## src/rtl/cellrv32_package.sv

```systemverilog
// Shared types and constants for the register-file write-back sequencer.
package cellrv32_package;

  localparam int unsigned wb_xlen_c = 32;

  // Producer slots; a lower index wins arbitration.
  localparam int unsigned wb_src_mem_c = 0;
  localparam int unsigned wb_src_csr_c = 1;
  localparam int unsigned wb_src_alu_c = 2;
  localparam int unsigned wb_src_npc_c = 3;

  typedef enum logic {S_INIT, S_RUN} wb_state_t;

  typedef struct packed {
    logic [4:0]           rd;
    logic [wb_xlen_c-1:0] data;
  } wb_entry_t;

  // True when rd would be read by a non-zero rs1 or rs2.
  function automatic logic wb_rs_hit(input logic [4:0] rd, input logic [4:0] rs1,
                                     input logic [4:0] rs2);
    return ((rs1 != 5'd0) && (rd == rs1)) || ((rs2 != 5'd0) && (rd == rs2));
  endfunction

endpackage

```

## src/rtl/cellrv32_cpu_rf_wb_fifo.sv

```systemverilog
// Result buffer: synchronous FIFO that also exposes every entry's rd and
// valid bit so the top can check RAW hazards against buffered results.
module cellrv32_cpu_rf_wb_fifo #(
  parameter int unsigned XLEN  = 32,
  parameter int unsigned DEPTH = 4
) (
  input  logic               clk_i,
  input  logic               rstn_i,
  input  logic               we_i,
  input  logic [4:0]         wrd_i,
  input  logic [XLEN-1:0]    wdata_i,
  input  logic               re_i,
  output logic [4:0]         rd_o,
  output logic [XLEN-1:0]    data_o,
  output logic               full_o,
  output logic               empty_o,
  output logic [DEPTH*5-1:0] ent_rd_o,
  output logic [DEPTH-1:0]   ent_vld_o
);

  localparam int unsigned AW = $clog2(DEPTH);

  logic [AW-1:0]   wptr_q, rptr_q;
  logic [AW:0]     cnt_q;
  logic [DEPTH-1:0] vld_q;
  logic [4:0]      rd_q   [DEPTH];
  logic [XLEN-1:0] data_q [DEPTH];

  // Pointers, occupancy and per-entry valid bits.
  always_ff @(posedge clk_i or negedge rstn_i) begin
    if (!rstn_i) begin
      wptr_q <= '0;
      rptr_q <= '0;
      cnt_q  <= '0;
      vld_q  <= '0;
    end else begin
      if (re_i) begin
        rptr_q        <= rptr_q + AW'(1);
        vld_q[rptr_q] <= 1'b0;
      end
      if (we_i) begin
        wptr_q        <= wptr_q + AW'(1);
        vld_q[wptr_q] <= 1'b1;
      end
      case ({we_i, re_i})
        2'b10:   cnt_q <= cnt_q + (AW+1)'(1);
        2'b01:   cnt_q <= cnt_q - (AW+1)'(1);
        default: cnt_q <= cnt_q;
      endcase
    end
  end

  // Payload storage needs no reset; the valid bits qualify it.
  always_ff @(posedge clk_i) begin
    if (we_i) begin
      rd_q[wptr_q]   <= wrd_i;
      data_q[wptr_q] <= wdata_i;
    end
  end

  always_comb begin
    ent_rd_o = '0;
    for (int i = 0; i < int'(DEPTH); i++) begin
      ent_rd_o[5*i +: 5] = rd_q[i];
    end
  end

  assign rd_o      = rd_q[rptr_q];
  assign data_o    = data_q[rptr_q];
  assign full_o    = (cnt_q == (AW+1)'(DEPTH));
  assign empty_o   = (cnt_q == '0);
  assign ent_vld_o = vld_q;

endmodule

```

## src/rtl/cellrv32_cpu_rf_wb_seq.sv

```systemverilog
// Write-side sequencer for the GPR file: arbitrates producer results into a
// buffer and drains them onto the shared rd/rs1 port. Define
// CELLRV32_RF_CLEAR_ON_RESET_EN to sweep-clear all registers after reset.
module cellrv32_cpu_rf_wb_seq
  import cellrv32_package::*;
#(
  parameter int unsigned XLEN                  = 32,
  parameter int unsigned CPU_EXTENSION_RISCV_E = 0,
  parameter int unsigned DEPTH                 = 4
) (
  input  logic              clk_i,
  input  logic              rstn_i,
  input  logic [3:0]        src_valid_i,
  output logic [3:0]        src_ready_o,
  input  logic [19:0]       src_rd_i,
  input  logic [4*XLEN-1:0] src_data_i,
  input  logic              rd_req_i,
  output logic              rd_stall_o,
  input  logic [4:0]        rs1_i,
  input  logic [4:0]        rs2_i,
  output logic              hazard_o,
  output logic              rf_we_o,
  output logic              rf_zero_we_o,
  output logic [4:0]        rf_rd_o,
  output logic [XLEN-1:0]   rf_wdata_o,
  output logic              illegal_o,
  output logic              busy_o
);

  localparam int unsigned NREG  = (CPU_EXTENSION_RISCV_E != 0) ? 16 : 32;
  localparam bit          RV32E = (CPU_EXTENSION_RISCV_E != 0);

  wb_state_t state_q, state_d;

  logic [4:0] init_addr;
  logic       init_last;

`ifdef CELLRV32_RF_CLEAR_ON_RESET_EN
  logic [4:0] init_addr_q;

  always_ff @(posedge clk_i or negedge rstn_i) begin
    if (!rstn_i) begin
      init_addr_q <= '0;
    end else if (state_q == S_INIT) begin
      init_addr_q <= init_addr_q + 5'd1;
    end
  end

  assign init_addr = init_addr_q;
  assign init_last = (init_addr_q == 5'(NREG - 1));
`else
  assign init_addr = '0;
  assign init_last = 1'b1;
`endif

  logic              fifo_we, deq;
  logic [4:0]        head_rd;
  logic [XLEN-1:0]   head_data;
  logic              fifo_full, fifo_empty;
  logic [DEPTH*5-1:0] ent_rd;
  logic [DEPTH-1:0]  ent_vld;
  logic [3:0]        grant;
  logic              found;
  logic [4:0]        acc_rd;
  logic [XLEN-1:0]   acc_data;

  logic              dec_we, dec_zero, dec_stall, dec_ill;
  logic [4:0]        dec_rd;
  logic [XLEN-1:0]   dec_data;

  cellrv32_cpu_rf_wb_fifo #(
    .XLEN  (XLEN),
    .DEPTH (DEPTH)
  ) u_fifo (
    .clk_i     (clk_i),
    .rstn_i    (rstn_i),
    .we_i      (fifo_we),
    .wrd_i     (acc_rd),
    .wdata_i   (acc_data),
    .re_i      (deq),
    .rd_o      (head_rd),
    .data_o    (head_data),
    .full_o    (fifo_full),
    .empty_o   (fifo_empty),
    .ent_rd_o  (ent_rd),
    .ent_vld_o (ent_vld)
  );

  always_ff @(posedge clk_i or negedge rstn_i) begin
    if (!rstn_i) begin
      state_q <= S_INIT;
    end else begin
      state_q <= state_d;
    end
  end

  always_comb begin
    state_d = state_q;
    case (state_q)
      S_INIT:  if (init_last) state_d = S_RUN;
      default: state_d = state_q;
    endcase
  end

  // Grant, enqueue/drain decisions and the next value of the write port.
  always_comb begin
    src_ready_o = '0;
    fifo_we     = 1'b0;
    deq         = 1'b0;
    grant       = '0;
    found       = 1'b0;
    acc_rd      = '0;
    acc_data    = '0;
    dec_we      = 1'b0;
    dec_zero    = 1'b0;
    dec_stall   = 1'b0;
    dec_ill     = 1'b0;
    dec_rd      = '0;
    dec_data    = '0;

    for (int i = int'(wb_src_mem_c); i <= int'(wb_src_npc_c); i++) begin
      if (!found && src_valid_i[i]) begin
        found    = 1'b1;
        grant[i] = 1'b1;
        acc_rd   = src_rd_i[5*i +: 5];
        acc_data = src_data_i[XLEN*i +: XLEN];
      end
    end

    case (state_q)
      S_INIT: begin
        dec_we    = 1'b1;
        dec_zero  = (init_addr == 5'd0);
        dec_rd    = init_addr;
        dec_stall = 1'b1;
      end
      S_RUN: begin
        deq = !fifo_empty && (!rd_req_i || fifo_full);
        if (deq) begin
          dec_we    = 1'b1;
          dec_rd    = head_rd;
          dec_data  = head_data;
          dec_stall = rd_req_i;
        end
        if (!fifo_full || deq) begin
          src_ready_o = grant;
          fifo_we     = found && (acc_rd != 5'd0) && !(RV32E && acc_rd[4]);
          dec_ill     = found && RV32E && acc_rd[4];
        end
      end
      default: begin
        dec_we = 1'b0;
      end
    endcase
  end

  always_ff @(posedge clk_i or negedge rstn_i) begin
    if (!rstn_i) begin
      rf_we_o      <= 1'b0;
      rf_zero_we_o <= 1'b0;
      rf_rd_o      <= '0;
      rf_wdata_o   <= '0;
      rd_stall_o   <= 1'b0;
      illegal_o    <= 1'b0;
    end else begin
      rf_we_o      <= dec_we;
      rf_zero_we_o <= dec_zero;
      rf_rd_o      <= dec_rd;
      rf_wdata_o   <= dec_data;
      rd_stall_o   <= dec_stall;
      illegal_o    <= dec_ill;
    end
  end

  // RAW check covers buffered entries plus the write currently on the port.
  always_comb begin
    hazard_o = rf_we_o && wb_rs_hit(rf_rd_o, rs1_i, rs2_i);
    for (int i = 0; i < int'(DEPTH); i++) begin
      if (ent_vld[i] && wb_rs_hit(ent_rd[5*i +: 5], rs1_i, rs2_i)) begin
        hazard_o = 1'b1;
      end
    end
  end

  assign busy_o = (state_q == S_INIT) || !fifo_empty || rf_we_o;

endmodule

```

## config.mk

```make
export PLATFORM = sky130hd
export DESIGN_NAME = cellrv32_cpu_rf_wb_seq
export DESIGN_NICKNAME = d
export VERILOG_FILES = /design/src/rtl/cellrv32_package.sv /design/src/rtl/cellrv32_cpu_rf_wb_fifo.sv /design/src/rtl/cellrv32_cpu_rf_wb_seq.sv
export SDC_FILE = /design/constraint.sdc
export NUM_CORES = 1
export LEC_CHECK = 0
export CAP_MARGIN = 20
export CORE_UTILIZATION = 40
export DETAILED_ROUTE_END_ITERATION = 12
export GPL_TIMING_DRIVEN = 0
export PLACE_DENSITY = 0.67
export SETUP_SLACK_MARGIN = 0.4
export SLEW_MARGIN = 20
export SYNTH_ARGS = -nofsm -noshare
export SYNTH_HDL_FRONTEND = slang
export SYNTH_SLANG_ARGS = --single-unit
```

## constraint.sdc

```tcl
create_clock -name clk_i -period 2.68 [get_ports clk_i]
set_input_delay 0.268 -clock clk_i [delete_from_list [all_inputs] [get_ports clk_i]]
set_output_delay 0.268 -clock clk_i [all_outputs]
set_load 0.1 [all_outputs]
```

==> metrics.cfg <==
[sta]
setup_ws_ns=0.4390
hold_slack_ns=0.2386
rsz0062_at_grt=yes
layout_min_cycle_time_ns=2.241
setup_viol_count_final=0
worstMarginPinSlew_ns=1.057
fmax_mhz=446.2
setup_tns_ns=0
slew_headroom_pct=29.29
hold_viol_final=0
finClkSkew_ns=0.007227
slew_viol_final=0
fin_crit_sh_pct=83.62

[floorplan]
die_x_um=151.3
core_region_area_mm2=0.02182
chipHeight_um=151.3
rows=54
io_pins=212
die_area_mm2=0.02288
start_util_pct=40.84

[yosys]
syn_area_per_cell_um2=15.13
synth_edf_count=148
synth_top_area_cell=edfxtp_1
seq_area_frac_synth_pct=64.47
synth_flop_cell=edfxtp_1
yosys-top-cells-count=edfxtp_1 (148), a22oi_1 (68), dfrtp_1 (52)
yosysMostFrequentCell=edfxtp_1
netlist.area_leader.share_pct=49.87
synth.net_count=764
yosysWarnings=0
synth_cells=589
yosysUniqueCellTypes=38
ys_ff_latch=200
async_flop_share_pct=26.00
synth.area.top_cells=edfxtp_1 (50%), dfrtp_1 (15%), mux4_2 (9.3%)
netlist_area_mm2=0.008912

[power_and_ir_drop]
power.switching_mw=4.204
power_density_mw_per_mm2=926.8
intPower_mw=7.081
power.share.clock_pct=22.3
switching_share_pct=37.26
power_leakage_nw=4.499
power.total_mw=11.29
pwr-share-seq_pct=38.7
power_frac_comb_pct=38.9
irDropWorstVdd_uv=464.2

[placement]
routabilityCongestion=0.9983
post-dp-hpwl_um=15350
portBuffers=197
dp_slack_ns=-1.161
place_inst=1067

[final_layout]
final_cells=1113
area_growth_syn_to_layout_pct=36.63
nFillCells=1699
nets=995
regArea_mm2=0.005751
multi_input_area_mm2=0.003078
layout-drive-gt1-share_pct=17.65
insertedDiodeCount=0

[clock_network]
cts_buffers=17
clock_path_buffers=2
cts.clk_slew.worst_paths_ns=0.07
htreeDepth=4
clk_latency_ns=0.44
cts.sinks=200
cts_root_buf=clkbuf_16
tritoncts=built

[drt]
first_iter_violations=267
drc=0
num_vias=5977
wl_per_cell_um=20.51
routed_wl_um=22830
antenna_left=0
drt_first_pass_iters=4
vias_per_cell=5.370

[critical_path]
cp-end-kind=primary output
cp_top_family=simple AND/OR/NAND/NOR gates
r2r_cells=10
worstPathArrival_ns=1.97
crit_type=primary input to primary output
crit_chain=clkbuf_2 -> or4_4 -> nor2_4 -> nor4_1 -> o21ai_0 -> and3_1 -> nand3_4 -> buf_12
ff2ff_setup_slack_ns=0.58
slowest_delay_ns=0.57
r2r-start=u_fifo.cnt_q[0]$_DFFE_PN0P_
cp_num_buf_inv=2
cp_max_fo=6
cp-start-kind=primary input
cp.required_ns=2.41
crit_slowest_cell=or4_4
reg2reg_to=u_fifo.cnt_q[2]$_DFFE_PN0P_

[global_route]
grt_antenna_before_repair=0
grt_usage_pct=20.63
grt_max_degree=38
overflow=0
grt_pass1_wl_um=33990
grt_pass1_vias=6315

[run_status]
status=finished, final reports clean

[run]
maxCapViolCount=0

[hold_path]
hp-class=primary input to async pin

==> per-layer routing <==
layer  up-vias  wire length [um]  GRT usage (%)
met4         0               552          8.400
met3        38               865          3.012
li1       2752                 -              -
met5         -                 0              0
met1      3012              9432          25.17
met2       175             11980          36.48
==> logic make-up after synthesis <==
family / after synthesis / share of synthesized area (%)
DFF: 200 / 64.47
AOI/OAI and AO/OA: 129 / 9.687
and+or+nand+nor: 93 / 6.247
buffers and inverters: 60 / 2.920
xor gates and xnor gates: 55 / 5.405
muxes: 40 / 9.701
adders and majority gates: 10 / 1.488
other: 2 / 0.08427
==> state kept, by name, indices dropped and copies added (netlist names) <==
| name | count |
|---|---|
| rf_zero_we_o | 1 |
| u_fifo.ent_vld_o | 4 |
| rf_we_o | 1 |
| u_fifo.data_q | 128 |
| rf_rd_o | 5 |
| rd_stall_o | 1 |
| rf_wdata_o | 32 |
| u_fifo.rd_q | 20 |
| u_fifo.rptr_q | 2 |
| u_fifo.wptr_q | 2 |
| u_fifo.cnt_q | 3 |
| state_q | 1 |
==> cell type report <==
| type | instances | area share (%) |
|---|---|---|
| Buffer | 51 | 2.148 |
| Timing Repair Buffer | 212 | 17.32 |
| Tap cell | 280 | 2.877 |
| Inverter | 9 | 0.2980 |
| Sequential cell | 200 | 47.23 |
| Clock inverter | 13 | 0.9453 |
| Clock buffer | 19 | 3.905 |
| Multi-Input combinational cell | 329 | 25.28 |
==> placed cells by master (no fill, tap or decap), types with 4 or more instances in the layout <==
| cell | instances |
|---|---|
| clkdlybuf4s50_1 | 182 |
| edfxtp_1 | 148 |
| a22oi_1 | 67 |
| dfrtp_1 | 48 |
| o21ai_0 | 40 |
| and3_1 | 39 |
| mux4_2 | 37 |
| xnor2_1 | 30 |
| clkbuf_1 | 27 |
| xor2_1 | 22 |
| clkbuf_16 | 19 |
| buf_4 | 16 |
| clkbuf_2 | 10 |
| nor4_1 | 9 |
| nand3_1 | 9 |
| nand2_1 | 8 |
| ha_1 | 8 |
| buf_2 | 7 |
| inv_1 | 7 |
| dlymetal6s2s_1 | 6 |
| a22o_1 | 5 |
| nor2_1 | 5 |
| o21ai_1 | 4 |
| and2_4 | 4 |
| clkinv_2 | 4 |
| dfrtp_2 | 4 |
==> power by group through the flow <==
| stage | clock network, mW | registers (mW) | logic [mW] |
|---|---|---|---|
| 2_1_floorplan | 0 | 5.65 | 1.82 |
| 3_3_place_gp | 0 | 4.40 | 4.26 |
| 3_5_place_dp | 0 | 4.44 | 4.33 |
| 4_1_cts | 2.56 | 4.37 | 4.39 |
| 5_1_grt | 2.69 | 4.43 | 4.65 |
| 6_report | 2.52 | 4.37 | 4.39 |
==> worst max-delay path by stage <==
stage	slack, ns	start	to	cells after the start
finish	0.44	rs2_i[1]	hazard_o	8
global route	0.32	u_fifo.rd_q[1][4]$_DFFE_PP_	hazard_o	7
CTS	0.24	state_q$_DFF_PN0_	src_ready_o[3]	3
detailed placement	-1.16	src_valid_i[3]	u_fifo.data_q[3][15]$_DFFE_PP_	8
global placement	-1.07	src_valid_i[3]	u_fifo.data_q[0][13]$_DFFE_PP_	8
floorplan	0.17	src_valid_i[2]	u_fifo.cnt_q[2]$_DFFE_PN0P_	15
==> timing repair <==
action,CTS,global route
gates resized for setup,51,45
setup endpoints to repair,163,155
hold buffers,1,0
gates cloned,1,0
setup buffers,8,4
hold endpoints to repair,42,0
pin swaps,7,16
==> stage by stage <==
step,util [%],instance area (um^2)
floorplan,-,8971
global placement,51.75,11290
detailed placement,51.83,11310
CTS,55.19,12050
global route,55.80,12180
finish,55.80,12180
Power figures use the tool's default switching activity.
